==> config.mk <==
export PLATFORM = sky130hd
export DESIGN_NAME = rv_trap_ctrl_flat
export DESIGN_NICKNAME = d
export VERILOG_FILES = /design/src/rtl/rv_trap_ctrl_if.sv /design/src/rtl/rv_trap_ctrl.sv /design/src/flat_wrapper.sv
export SDC_FILE = /design/constraint.sdc
export NUM_CORES = 1
export LEC_CHECK = 0
export CORE_ASPECT_RATIO = 1.5
export CORE_UTILIZATION = 35
export DETAILED_ROUTE_END_ITERATION = 10
export GPL_TIMING_DRIVEN = 0
export PLACE_DENSITY_LB_ADDON = 0.25
export REMOVE_ABC_BUFFERS = 1
export SLEW_MARGIN = 5
export SYNTH_ARGS = -nofsm -noshare
export SYNTH_HDL_FRONTEND = slang
export SYNTH_SLANG_ARGS = --single-unit
==> constraint.sdc <==
create_clock -name clk -period 3.5 [get_ports clk]
set_input_delay 0.525 -clock clk [delete_from_list [all_inputs] [get_ports clk]]
set_output_delay 0.525 -clock clk [all_outputs]
set_load 0.1 [all_outputs]
==> src/rtl/rv_trap_ctrl_if.sv <==
// Signal bundle between the commit stage / CSR file / fetch and the
// machine-mode trap sequencer. The sequencer connects through the slave
// modport; the surrounding pipeline (or a bench) drives the master side.
interface rv_trap_ctrl_if #(
  parameter int XLEN = 32
);
  logic            exc_valid;
  logic [3:0]      exc_cause;
  logic [XLEN-1:0] exc_pc;
  logic [XLEN-1:0] exc_tval;
  logic            mret_valid;
  logic [XLEN-1:0] commit_pc;
  logic            irq_ext;
  logic            irq_sw;
  logic            irq_timer;
  logic            csr_mstatus_mie;
  logic [XLEN-1:0] csr_mie;
  logic [XLEN-1:0] csr_mtvec;
  logic [XLEN-1:0] csr_mepc;
  logic            flush_req;
  logic            flush_ack;
  logic            busy;
  logic            trap_wr;
  logic [XLEN-1:0] trap_mepc;
  logic [XLEN-1:0] trap_mcause;
  logic [XLEN-1:0] trap_mtval;
  logic            mret_wr;
  logic            redirect_valid;
  logic [XLEN-1:0] redirect_pc;

  modport master (
    output exc_valid, exc_cause, exc_pc, exc_tval, mret_valid, commit_pc,
           irq_ext, irq_sw, irq_timer, csr_mstatus_mie, csr_mie, csr_mtvec,
           csr_mepc, flush_ack,
    input  flush_req, busy, trap_wr, trap_mepc, trap_mcause, trap_mtval,
           mret_wr, redirect_valid, redirect_pc
  );

  modport slave (
    input  exc_valid, exc_cause, exc_pc, exc_tval, mret_valid, commit_pc,
           irq_ext, irq_sw, irq_timer, csr_mstatus_mie, csr_mie, csr_mtvec,
           csr_mepc, flush_ack,
    output flush_req, busy, trap_wr, trap_mepc, trap_mcause, trap_mtval,
           mret_wr, redirect_valid, redirect_pc
  );
endinterface

==> src/rtl/rv_trap_ctrl.sv <==
// Machine-mode trap sequencer: picks one event (exception, interrupt or
// MRET) in IDLE, flushes the pipeline, pulses the CSR update and then
// redirects fetch. Every output comes straight from a flop.
module rv_trap_ctrl #(
  parameter int XLEN = 32
) (
  input logic         clk,
  input logic         rstn,
  rv_trap_ctrl_if.slave bus
);

  typedef enum logic [1:0] {IDLE, FLUSH, UPDATE, REDIRECT} state_t;
  typedef enum logic [1:0] {EV_EXC, EV_IRQ, EV_MRET} kind_t;

  state_t state_q, state_d;

  // Latched event. mepc_q holds the word-aligned PC that matters for the
  // event: faulting PC, interrupted PC, or the MRET return address.
  kind_t           kind_q;
  logic [3:0]      cause_q;
  logic [XLEN-3:0] mepc_q;
  logic [XLEN-1:0] mtval_q;
  logic [XLEN-1:0] mtvec_q;

  logic            ev_valid;
  kind_t           ev_kind;
  logic [3:0]      ev_cause;
  logic            irq_ext_ok, irq_sw_ok, irq_timer_ok;

  logic            flush_req_d, busy_d, trap_wr_d, mret_wr_d, redirect_valid_d;
  logic [XLEN-1:0] trap_mepc_d, trap_mcause_d, trap_mtval_d, redirect_pc_d;
  logic [XLEN-1:0] mcause_val, base_pc, vec_off, target_pc;

  logic            unused_bits;
  assign unused_bits = ^{bus.exc_pc[1:0], bus.commit_pc[1:0], bus.csr_mepc[1:0],
                         bus.csr_mie[XLEN-1:12], bus.csr_mie[10:8],
                         bus.csr_mie[6:4], bus.csr_mie[2:0]};

  // Arbitration: exception beats interrupt beats MRET; ext > sw > timer
  always_comb begin
    irq_ext_ok   = bus.csr_mstatus_mie & bus.irq_ext   & bus.csr_mie[11];
    irq_sw_ok    = bus.csr_mstatus_mie & bus.irq_sw    & bus.csr_mie[3];
    irq_timer_ok = bus.csr_mstatus_mie & bus.irq_timer & bus.csr_mie[7];
    ev_valid = 1'b0;
    ev_kind  = EV_EXC;
    ev_cause = 4'd0;
    if (bus.exc_valid) begin
      ev_valid = 1'b1;
      ev_cause = bus.exc_cause;
    end else if (irq_ext_ok) begin
      ev_valid = 1'b1;
      ev_kind  = EV_IRQ;
      ev_cause = 4'd11;
    end else if (irq_sw_ok) begin
      ev_valid = 1'b1;
      ev_kind  = EV_IRQ;
      ev_cause = 4'd3;
    end else if (irq_timer_ok) begin
      ev_valid = 1'b1;
      ev_kind  = EV_IRQ;
      ev_cause = 4'd7;
    end else if (bus.mret_valid) begin
      ev_valid = 1'b1;
      ev_kind  = EV_MRET;
    end
  end

  // Next state plus next values of the registered outputs
  always_comb begin
    state_d = state_q;
    case (state_q)
      IDLE:     if (ev_valid) state_d = FLUSH;
      FLUSH:    if (bus.flush_ack) state_d = UPDATE;
      UPDATE:   state_d = REDIRECT;
      REDIRECT: state_d = IDLE;
      default:  state_d = IDLE;
    endcase

    mcause_val = (kind_q == EV_IRQ) ? {1'b1, {(XLEN-5){1'b0}}, cause_q}
                                    : {{(XLEN-4){1'b0}}, cause_q};
    base_pc    = {mtvec_q[XLEN-1:2], 2'b00};
    vec_off    = {{(XLEN-6){1'b0}}, cause_q, 2'b00};
    if (kind_q == EV_MRET)
      target_pc = {mepc_q, 2'b00};
    else if (kind_q == EV_IRQ && mtvec_q[1:0] == 2'b01)
      target_pc = base_pc + vec_off;
    else
      target_pc = base_pc;

    flush_req_d      = (state_d == FLUSH);
    busy_d           = (state_d != IDLE);
    trap_wr_d        = (state_d == UPDATE) && (kind_q != EV_MRET);
    mret_wr_d        = (state_d == UPDATE) && (kind_q == EV_MRET);
    redirect_valid_d = (state_d == REDIRECT);
    trap_mepc_d      = trap_wr_d ? {mepc_q, 2'b00} : '0;
    trap_mcause_d    = trap_wr_d ? mcause_val : '0;
    trap_mtval_d     = trap_wr_d ? mtval_q : '0;
    redirect_pc_d    = redirect_valid_d ? target_pc : '0;
  end

  // State register
  always_ff @(posedge clk) begin
    if (!rstn) state_q <= IDLE;
    else       state_q <= state_d;
  end

  // Capture the chosen event and its CSR context at accept
  always_ff @(posedge clk) begin
    if (!rstn) begin
      kind_q  <= EV_EXC;
      cause_q <= 4'd0;
      mepc_q  <= '0;
      mtval_q <= '0;
      mtvec_q <= '0;
    end else if (state_q == IDLE && ev_valid) begin
      kind_q  <= ev_kind;
      cause_q <= ev_cause;
      mtvec_q <= bus.csr_mtvec;
      case (ev_kind)
        EV_EXC: begin
          mepc_q  <= bus.exc_pc[XLEN-1:2];
          mtval_q <= bus.exc_tval;
        end
        EV_IRQ: begin
          mepc_q  <= bus.commit_pc[XLEN-1:2];
          mtval_q <= '0;
        end
        default: begin
          mepc_q  <= bus.csr_mepc[XLEN-1:2];
          mtval_q <= '0;
        end
      endcase
    end
  end

  // Output registers
  always_ff @(posedge clk) begin
    if (!rstn) begin
      bus.flush_req      <= 1'b0;
      bus.busy           <= 1'b0;
      bus.trap_wr        <= 1'b0;
      bus.mret_wr        <= 1'b0;
      bus.redirect_valid <= 1'b0;
      bus.trap_mepc      <= '0;
      bus.trap_mcause    <= '0;
      bus.trap_mtval     <= '0;
      bus.redirect_pc    <= '0;
    end else begin
      bus.flush_req      <= flush_req_d;
      bus.busy           <= busy_d;
      bus.trap_wr        <= trap_wr_d;
      bus.mret_wr        <= mret_wr_d;
      bus.redirect_valid <= redirect_valid_d;
      bus.trap_mepc      <= trap_mepc_d;
      bus.trap_mcause    <= trap_mcause_d;
      bus.trap_mtval     <= trap_mtval_d;
      bus.redirect_pc    <= redirect_pc_d;
    end
  end

endmodule
==> src/flat_wrapper.sv <==
// flat-port wrapper written by rule: the top's interface ports become plain ports
module rv_trap_ctrl_flat 
#(
  parameter int XLEN = 32
)
  (clk, rstn, bus_exc_valid, bus_exc_cause, bus_exc_pc, bus_exc_tval, bus_mret_valid, bus_commit_pc, bus_irq_ext, bus_irq_sw, bus_irq_timer, bus_csr_mstatus_mie, bus_csr_mie, bus_csr_mtvec, bus_csr_mepc, bus_flush_ack, bus_flush_req, bus_busy, bus_trap_wr, bus_trap_mepc, bus_trap_mcause, bus_trap_mtval, bus_mret_wr, bus_redirect_valid, bus_redirect_pc);
  rv_trap_ctrl_if #(.XLEN(XLEN)) bus_i ();
  input logic clk;
  input logic rstn;
  input wire logic [$bits(bus_i.exc_valid)-1:0] bus_exc_valid;
  input wire logic [$bits(bus_i.exc_cause)-1:0] bus_exc_cause;
  input wire logic [$bits(bus_i.exc_pc)-1:0] bus_exc_pc;
  input wire logic [$bits(bus_i.exc_tval)-1:0] bus_exc_tval;
  input wire logic [$bits(bus_i.mret_valid)-1:0] bus_mret_valid;
  input wire logic [$bits(bus_i.commit_pc)-1:0] bus_commit_pc;
  input wire logic [$bits(bus_i.irq_ext)-1:0] bus_irq_ext;
  input wire logic [$bits(bus_i.irq_sw)-1:0] bus_irq_sw;
  input wire logic [$bits(bus_i.irq_timer)-1:0] bus_irq_timer;
  input wire logic [$bits(bus_i.csr_mstatus_mie)-1:0] bus_csr_mstatus_mie;
  input wire logic [$bits(bus_i.csr_mie)-1:0] bus_csr_mie;
  input wire logic [$bits(bus_i.csr_mtvec)-1:0] bus_csr_mtvec;
  input wire logic [$bits(bus_i.csr_mepc)-1:0] bus_csr_mepc;
  input wire logic [$bits(bus_i.flush_ack)-1:0] bus_flush_ack;
  output wire logic [$bits(bus_i.flush_req)-1:0] bus_flush_req;
  output wire logic [$bits(bus_i.busy)-1:0] bus_busy;
  output wire logic [$bits(bus_i.trap_wr)-1:0] bus_trap_wr;
  output wire logic [$bits(bus_i.trap_mepc)-1:0] bus_trap_mepc;
  output wire logic [$bits(bus_i.trap_mcause)-1:0] bus_trap_mcause;
  output wire logic [$bits(bus_i.trap_mtval)-1:0] bus_trap_mtval;
  output wire logic [$bits(bus_i.mret_wr)-1:0] bus_mret_wr;
  output wire logic [$bits(bus_i.redirect_valid)-1:0] bus_redirect_valid;
  output wire logic [$bits(bus_i.redirect_pc)-1:0] bus_redirect_pc;
  assign bus_i.exc_valid = bus_exc_valid;
  assign bus_i.exc_cause = bus_exc_cause;
  assign bus_i.exc_pc = bus_exc_pc;
  assign bus_i.exc_tval = bus_exc_tval;
  assign bus_i.mret_valid = bus_mret_valid;
  assign bus_i.commit_pc = bus_commit_pc;
  assign bus_i.irq_ext = bus_irq_ext;
  assign bus_i.irq_sw = bus_irq_sw;
  assign bus_i.irq_timer = bus_irq_timer;
  assign bus_i.csr_mstatus_mie = bus_csr_mstatus_mie;
  assign bus_i.csr_mie = bus_csr_mie;
  assign bus_i.csr_mtvec = bus_csr_mtvec;
  assign bus_i.csr_mepc = bus_csr_mepc;
  assign bus_i.flush_ack = bus_flush_ack;
  assign bus_flush_req = bus_i.flush_req;
  assign bus_busy = bus_i.busy;
  assign bus_trap_wr = bus_i.trap_wr;
  assign bus_trap_mepc = bus_i.trap_mepc;
  assign bus_trap_mcause = bus_i.trap_mcause;
  assign bus_trap_mtval = bus_i.trap_mtval;
  assign bus_mret_wr = bus_i.mret_wr;
  assign bus_redirect_valid = bus_i.redirect_valid;
  assign bus_redirect_pc = bus_i.redirect_pc;
  rv_trap_ctrl #(.XLEN(XLEN)) u_core (.clk(clk), .rstn(rstn), .bus(bus_i));
endmodule
* Yosys cells after proc, flatten, opt, wreduce, memory -nomap -nowiden
Cells that the tools add are included.
Cells by class: $add $sub $neg 1, equal/unequal tests 11, multiplexer cells 22, bitwise operators 9, reduce and logical (&&, ||, !) cells 10
Operator list (count):
- $mux W32 | 4
- $pmux W30 S2 | 1
- $add A32 B6 Y32 | 1
- $mux W2 | 7
- $mux W4 | 3
- $eq A2 B1 Y1 const B | 5
- $eq A2 B2 Y1 const B | 5
- $pmux W2 S4 | 1
- $and A1 B1 Y1 | 6
- $mux W1 | 5
- $logic_and A1 B1 Y1 | 4
- $logic_not A2 Y1 | 2
- $reduce_and A2 Y1 | 2
- $reduce_or A4 Y1 | 1
- $mux W3 | 1
- $not A1 Y1 | 3
- $ne A2 B2 Y1 const B | 1
- $reduce_bool A2 Y1 | 1
Storage, ports and cells: bits in registers 235, input bits 205, output and inout port bits 133, word-level logic and storage cells 70

* Logic depth before layout (Yosys ltp)
depth in word-level cells 11, gate-level depth with buffers 8, gate-level depth less buffers 7

* Least setup slack after synthesis
Ideal clock, no wire load.
path kind reg2reg, start point register u_core.mtvec_q[2], end point register u_core.bus.redirect_pc[8] (netlist name), setup time 0.137 ns, arrival 1.741 ns, required time 3.363 ns, slack 1.622 ns, cell stages (with the launch flop) 9, path buffers 1, period minus slack after synthesis 1.878 ns, path through dfxtp_1 -> ha_1 -> fa_1 -> a211oi_1 -> nor2_1 -> buf_2 -> nand3_1 -> xor2_1 -> a211oi_1
On the way: longest elaborated chain between the ends 3
RTL lines:
- from (decl) | RTL line rv_trap_ctrl.sv:23 | logic [XLEN-1:0] mtvec_q;
- from (signal assigned) | RTL line rv_trap_ctrl.sv:118 | mtvec_q <= bus.csr_mtvec;
- $add A32 B6 Y32 | RTL line rv_trap_ctrl.sv:86 | target_pc = base_pc + vec_off;
- $mux W32 | RTL line rv_trap_ctrl.sv:85 | else if (kind_q == EV_IRQ && mtvec_q[1:0] == 2'b01)
- $mux W32 | RTL line rv_trap_ctrl.sv:83 | if (kind_q == EV_MRET)
- to (signal assigned) | RTL line rv_trap_ctrl.sv:157 | bus.redirect_pc <= redirect_pc_d;
- to (decl) | RTL line rv_trap_ctrl_if.sv:44 | mret_wr, redirect_valid, redirect_pc
No other way between the ends. A chain may end at the register's enable or synchronous reset.

* Final worst setup path
start point input port bus_csr_mstatus_mie, end point register u_core.mepc_q[26]
On the way: longest elaborated chain between the ends 8, elaborated cells between the ends (all ways) 18, classes of those cells eq/ne (1); mux (9); bitwise (6); reduce/logical (2)
RTL lines:
- from (decl) | RTL line flat_wrapper.sv:19 | input wire logic [$bits(bus_i.csr_mstatus_mie)-1:0] bus_csr_mstatus_mie;
- $and A1 B1 Y1 (2 in series) | RTL line rv_trap_ctrl.sv:43 | irq_timer_ok = bus.csr_mstatus_mie & bus.irq_timer & bus.csr_mie[7];
- $mux W2 | RTL line rv_trap_ctrl.sv:58 | end else if (irq_timer_ok) begin
- $mux W2 | RTL line rv_trap_ctrl.sv:54 | end else if (irq_sw_ok) begin
- $mux W2 | RTL line rv_trap_ctrl.sv:50 | end else if (irq_ext_ok) begin
- $mux W2 | RTL line rv_trap_ctrl.sv:47 | if (bus.exc_valid) begin
- $eq A2 B1 Y1 or $logic_not A2 Y1 (tied branches) | RTL line rv_trap_ctrl.sv:119 | case (ev_kind)
- $pmux W30 S2 | RTL line rv_trap_ctrl.sv:119
- to (signal assigned) | RTL line rv_trap_ctrl.sv:121 | mepc_q <= bus.exc_pc[XLEN-1:2];
- to (signal assigned) | RTL line rv_trap_ctrl.sv:125 | mepc_q <= bus.commit_pc[XLEN-1:2];
- to (signal assigned) | RTL line rv_trap_ctrl.sv:129 | mepc_q <= bus.csr_mepc[XLEN-1:2];
- to (decl) | RTL line rv_trap_ctrl.sv:21 | logic [XLEN-3:0] mepc_q;
Several ways; a longest one is shown, not always the timed one.

==> flow_metrics.py <==
metrics = {
    "timing": {
        "timing.hold.ws_ns": 0.445,
        "fmax_mhz": 326,
        "finalCritPeriodShare_pct": 87.6,
        "fin_ws_ns": 0.435,
        "rsz0062_at_grt": "no",
        "timing.final.crit_period_ns": 3.07,
        "skew_ns": 0.0169,
        "slew_viol_final": 0,
        "finalSetupViolCount": 0,
        "worstMarginPinSlew_ns": 1.19,
        "max-slew-margin-rel_pct": 20.5,
        "final-hold-violation-count": 0,
    },
    "synthesis": {
        "synth-edff-count": 0,
        "postSynthCellCount": 925,
        "ys_seq_elements": 204,
        "synth.largest_area_cell": "dfxtp_1",
        "synth_area_leaders": "dfxtp_1 (51%), nand2_1 (6.6%), and2_1 (5.5%)",
        "syn_avg_cell_area_um2": 8.67,
        "yosysUniqueCellTypes": 46,
        "synth-async-reset-ratio_pct": 0,
        "yosysSeqAreaShare_pct": 50.9,
        "ys_warn_count": 0,
        "synth_area_um2": 8020,
        "synthFlopType": "dfxtp_1",
        "synth_top_area_share_pct": 50.9,
    },
    "grt": {
        "grt_max_degree": 75,
        "grt_pass1_wl_um": 36500,
        "grt_antenna_before_repair": 4,
        "grt_usage_pct": 19.5,
        "grt_pass1_vias": 6658,
        "grt_overflow": 0,
    },
    "cts": {
        "cts_buffer_depth": 3,
        "post_cts_buffers": 0,
        "cts_made_buffers": 21,
        "cts.clk_slew.worst_paths_ns": 0.06,
        "htree_levels": 1,
        "clock_sinks": 204,
        "cts_resized": 1,
        "cts_root_buf": "clkbuf_16",
        "holdBufCountCts": 0,
        "cts_tree": "built",
        "insertion_delay_ns": 0.50,
    },
    "floorplan": {
        "num_rows": 67,
        "die_h_um": 187,
        "die_w_um": 126,
        "ios": 338,
        "core_region_area_um2": 22400,
        "die_area_um2": 23500,
        "floorplan.initialDensity_pct": 35.8,
    },
    "layout": {
        "final_cell_count_no_fill": 1457,
        "layout.nets": 1373,
        "fin_area_um2": 11600,
        "syn_to_final_growth_pct": 45.0,
        "drive_gt1_share_pct": 4.93,
    },
    "power": {
        "powerDensity_nw_per_um2": 518,
        "comb_power_share_pct": 18.5,
        "clkPwrFrac_pct": 38.9,
        "sw_frac_of_total_pct": 28.6,
        "leakagePower_nw": 4.47,
        "seqPwrFrac_pct": 42.6,
        "p_sw_mw": 1.72,
        "ir_drop_mv": 0.330,
        "p_int_mw": 4.29,
    },
    "routing": {
        "postRouteAntennaNets": 0,
        "drc_errors": 18,
        "initialDrtViolationCount": 330,
        "route.detailed.wl_per_inst_um": 15.9,
        "drtPass1Iterations": 9,
        "vias_per_cell": 4.84,
        "drt-total-wl_um": 23200,
        "vias": 7059,
    },
    "worst_setup_path": {
        "cp-end-kind": "register",
        "cp_max_fo": 39,
        "arrival_ns": 3.47,
        "critPathLaunchType": "primary input",
        "cp.required_ns": 3.91,
        "crit_type": "in2reg",
    },
    "placement": {
        "place_area_um2": 10900,
        "dpl_worst_slack_ns": -0.592,
        "gp_congestion": 0.772,
        "hpwl_um": 16400,
        "placed_cells": 1416,
        "io_buffers": 271,
    },
    "worst_hold_path": {
        "worstHoldPathType": "reg2reg",
    },
    "run": {
        "cap_violations": 0,
    },
    "status": {
        "status": "finished with violations",
        "violations": "DRC",
    },
}
==> worst max-delay path: stages <==
cell and delay, ns:
clkdlybuf4s50_1 0.54, inv_1 0.12, o21ai_0 0.44, o21a_2 0.77, nand2_2 0.64, o31ai_1 0.40
==> placed cells by master, fill, tap and decap left out, drive strengths merged, types with 3 or more instances in the layout <==
master and n:
clkdlybuf4s50 270, dfxtp 204, nand2 140, nor2 77
and2 70, a21oi 67, nand3 44, o21ai 34
a22oi 33, and3 33, conb 31, o31ai 30
clkbuf 29, xor2 21, buf 13, nand4 11
inv 10, a211oi 8, nor3 6, or3 6
a31oi 6, diode 4, ha 4, nor2b 3
mux2i 3, bufinv 3
==> worst paths after layout <==
check                                         endpoint  cells after the start                             from  slack [ns]
setup reg to reg        u_core.mepc_q[26]$_SDFFE_PN0P_                      4     u_core.state_q[0]$_SDFF_PN0_        0.80
hold / removal    u_core.bus.trap_mtval[27]$_SDFF_PN0_                      1  u_core.mtval_q[27]$_SDFFE_PN0P_        0.45
hold reg to reg   u_core.bus.trap_mtval[27]$_SDFF_PN0_                      1  u_core.mtval_q[27]$_SDFFE_PN0P_        0.45
setup / recovery        u_core.mepc_q[26]$_SDFFE_PN0P_                      6              bus_csr_mstatus_mie        0.43
==> cell usage after synthesis, types with 2 or more instances <==
library cell / instances
a211oi_1: 8
a21oi_1: 67
a22oi_1: 33
a31oi_1: 5
and2_1: 70
and3_1: 33
buf_1: 3
buf_2: 14
buf_4: 32
buf_6: 2
clkbuf_1: 47
dfxtp_1: 204
ha_1: 4
inv_1: 9
mux2i_1: 3
nand2_1: 140
nand3_1: 43
nand4_1: 10
nor2_1: 77
nor2b_1: 3
nor3_1: 5
o211ai_1: 2
o21ai_0: 33
o31ai_1: 30
or3_1: 6
xnor2_1: 2
xor2_1: 21
==> per-layer routing <==
layer / GRT usage, % / routed length [um]
met1: 21.8 / 9150
met2: 36.0 / 12100
met3: 3.72 / 1390
met4: 7.79 / 554
met5: 0 / 0
==> metrics by stage <==
step / power, mW / setup TNS, ns / util, %
6_report: 6.01 / 0 / 51.9
4_1_cts: 6.08 / 0 / 51.9
2_1_floorplan: 3.26 / -119.54 / -
5_1_grt: 6.27 / 0 / 51.9
3_3_place_gp: 3.67 / -641.91 / 47.7
3_5_place_dp: 3.73 / -16.38 / 48.6
==> kinds of logic (layout without fill, tap and decap cells) <==
group | Yosys count | after routing | share of synthesized area (%)
multiplexers | 3 | 3 | 0.375
adder cells (fa/ha/maj) | 5 | 5 | 0.874
XOR/XNOR | 23 | 23 | 2.51
buffers and inverters | 107 | 329 | 6.91
other | 1 | 35 | 0.0468
AND/OR/NAND/NOR | 397 | 397 | 24.1
flip-flops | 204 | 204 | 50.9
AO/OA/AOI/OAI | 185 | 185 | 14.3
==> area by class of cell <==
| cell class | instances | area (um^2) |
|---|---|---|
| Antenna cell | 4 | 10.0 |
| Clock buffer | 29 | 596 |
| Clock inverter | 8 | 124 |
| Fill cell | 2107 | 10800 |
| Inverter | 9 | 36.3 |
| Multi-Input combinational cell | 644 | 3520 |
| Sequential cell | 204 | 4080 |
| Tap cell | 276 | 345 |
| Timing Repair Buffer | 283 | 2900 |
==> state kept, by name, summed over array words and instances (netlist names), 2 cells and up <==
signal,flops
u_core.bus.trap_mtval,32
u_core.mtval_q,32
u_core.mtvec_q,32
u_core.bus.redirect_pc,30
u_core.bus.trap_mepc,30
u_core.mepc_q,30
u_core.bus.trap_mcause,5
u_core.cause_q,4
u_core.kind_q,2
u_core.state_q,2
==> power groups by stage <==
stage / Sequential [mW] / Combinational, mW / Clock (mW)
finish: 2.56 / 1.11 / 2.34
global route: 2.58 / 1.20 / 2.49
CTS: 2.56 / 1.13 / 2.40
detailed placement: 2.61 / 1.12 / 0
global placement: 2.61 / 1.06 / 0
floorplan: 2.73 / 0.523 / 0
Power figures use the tool's default switching activity.
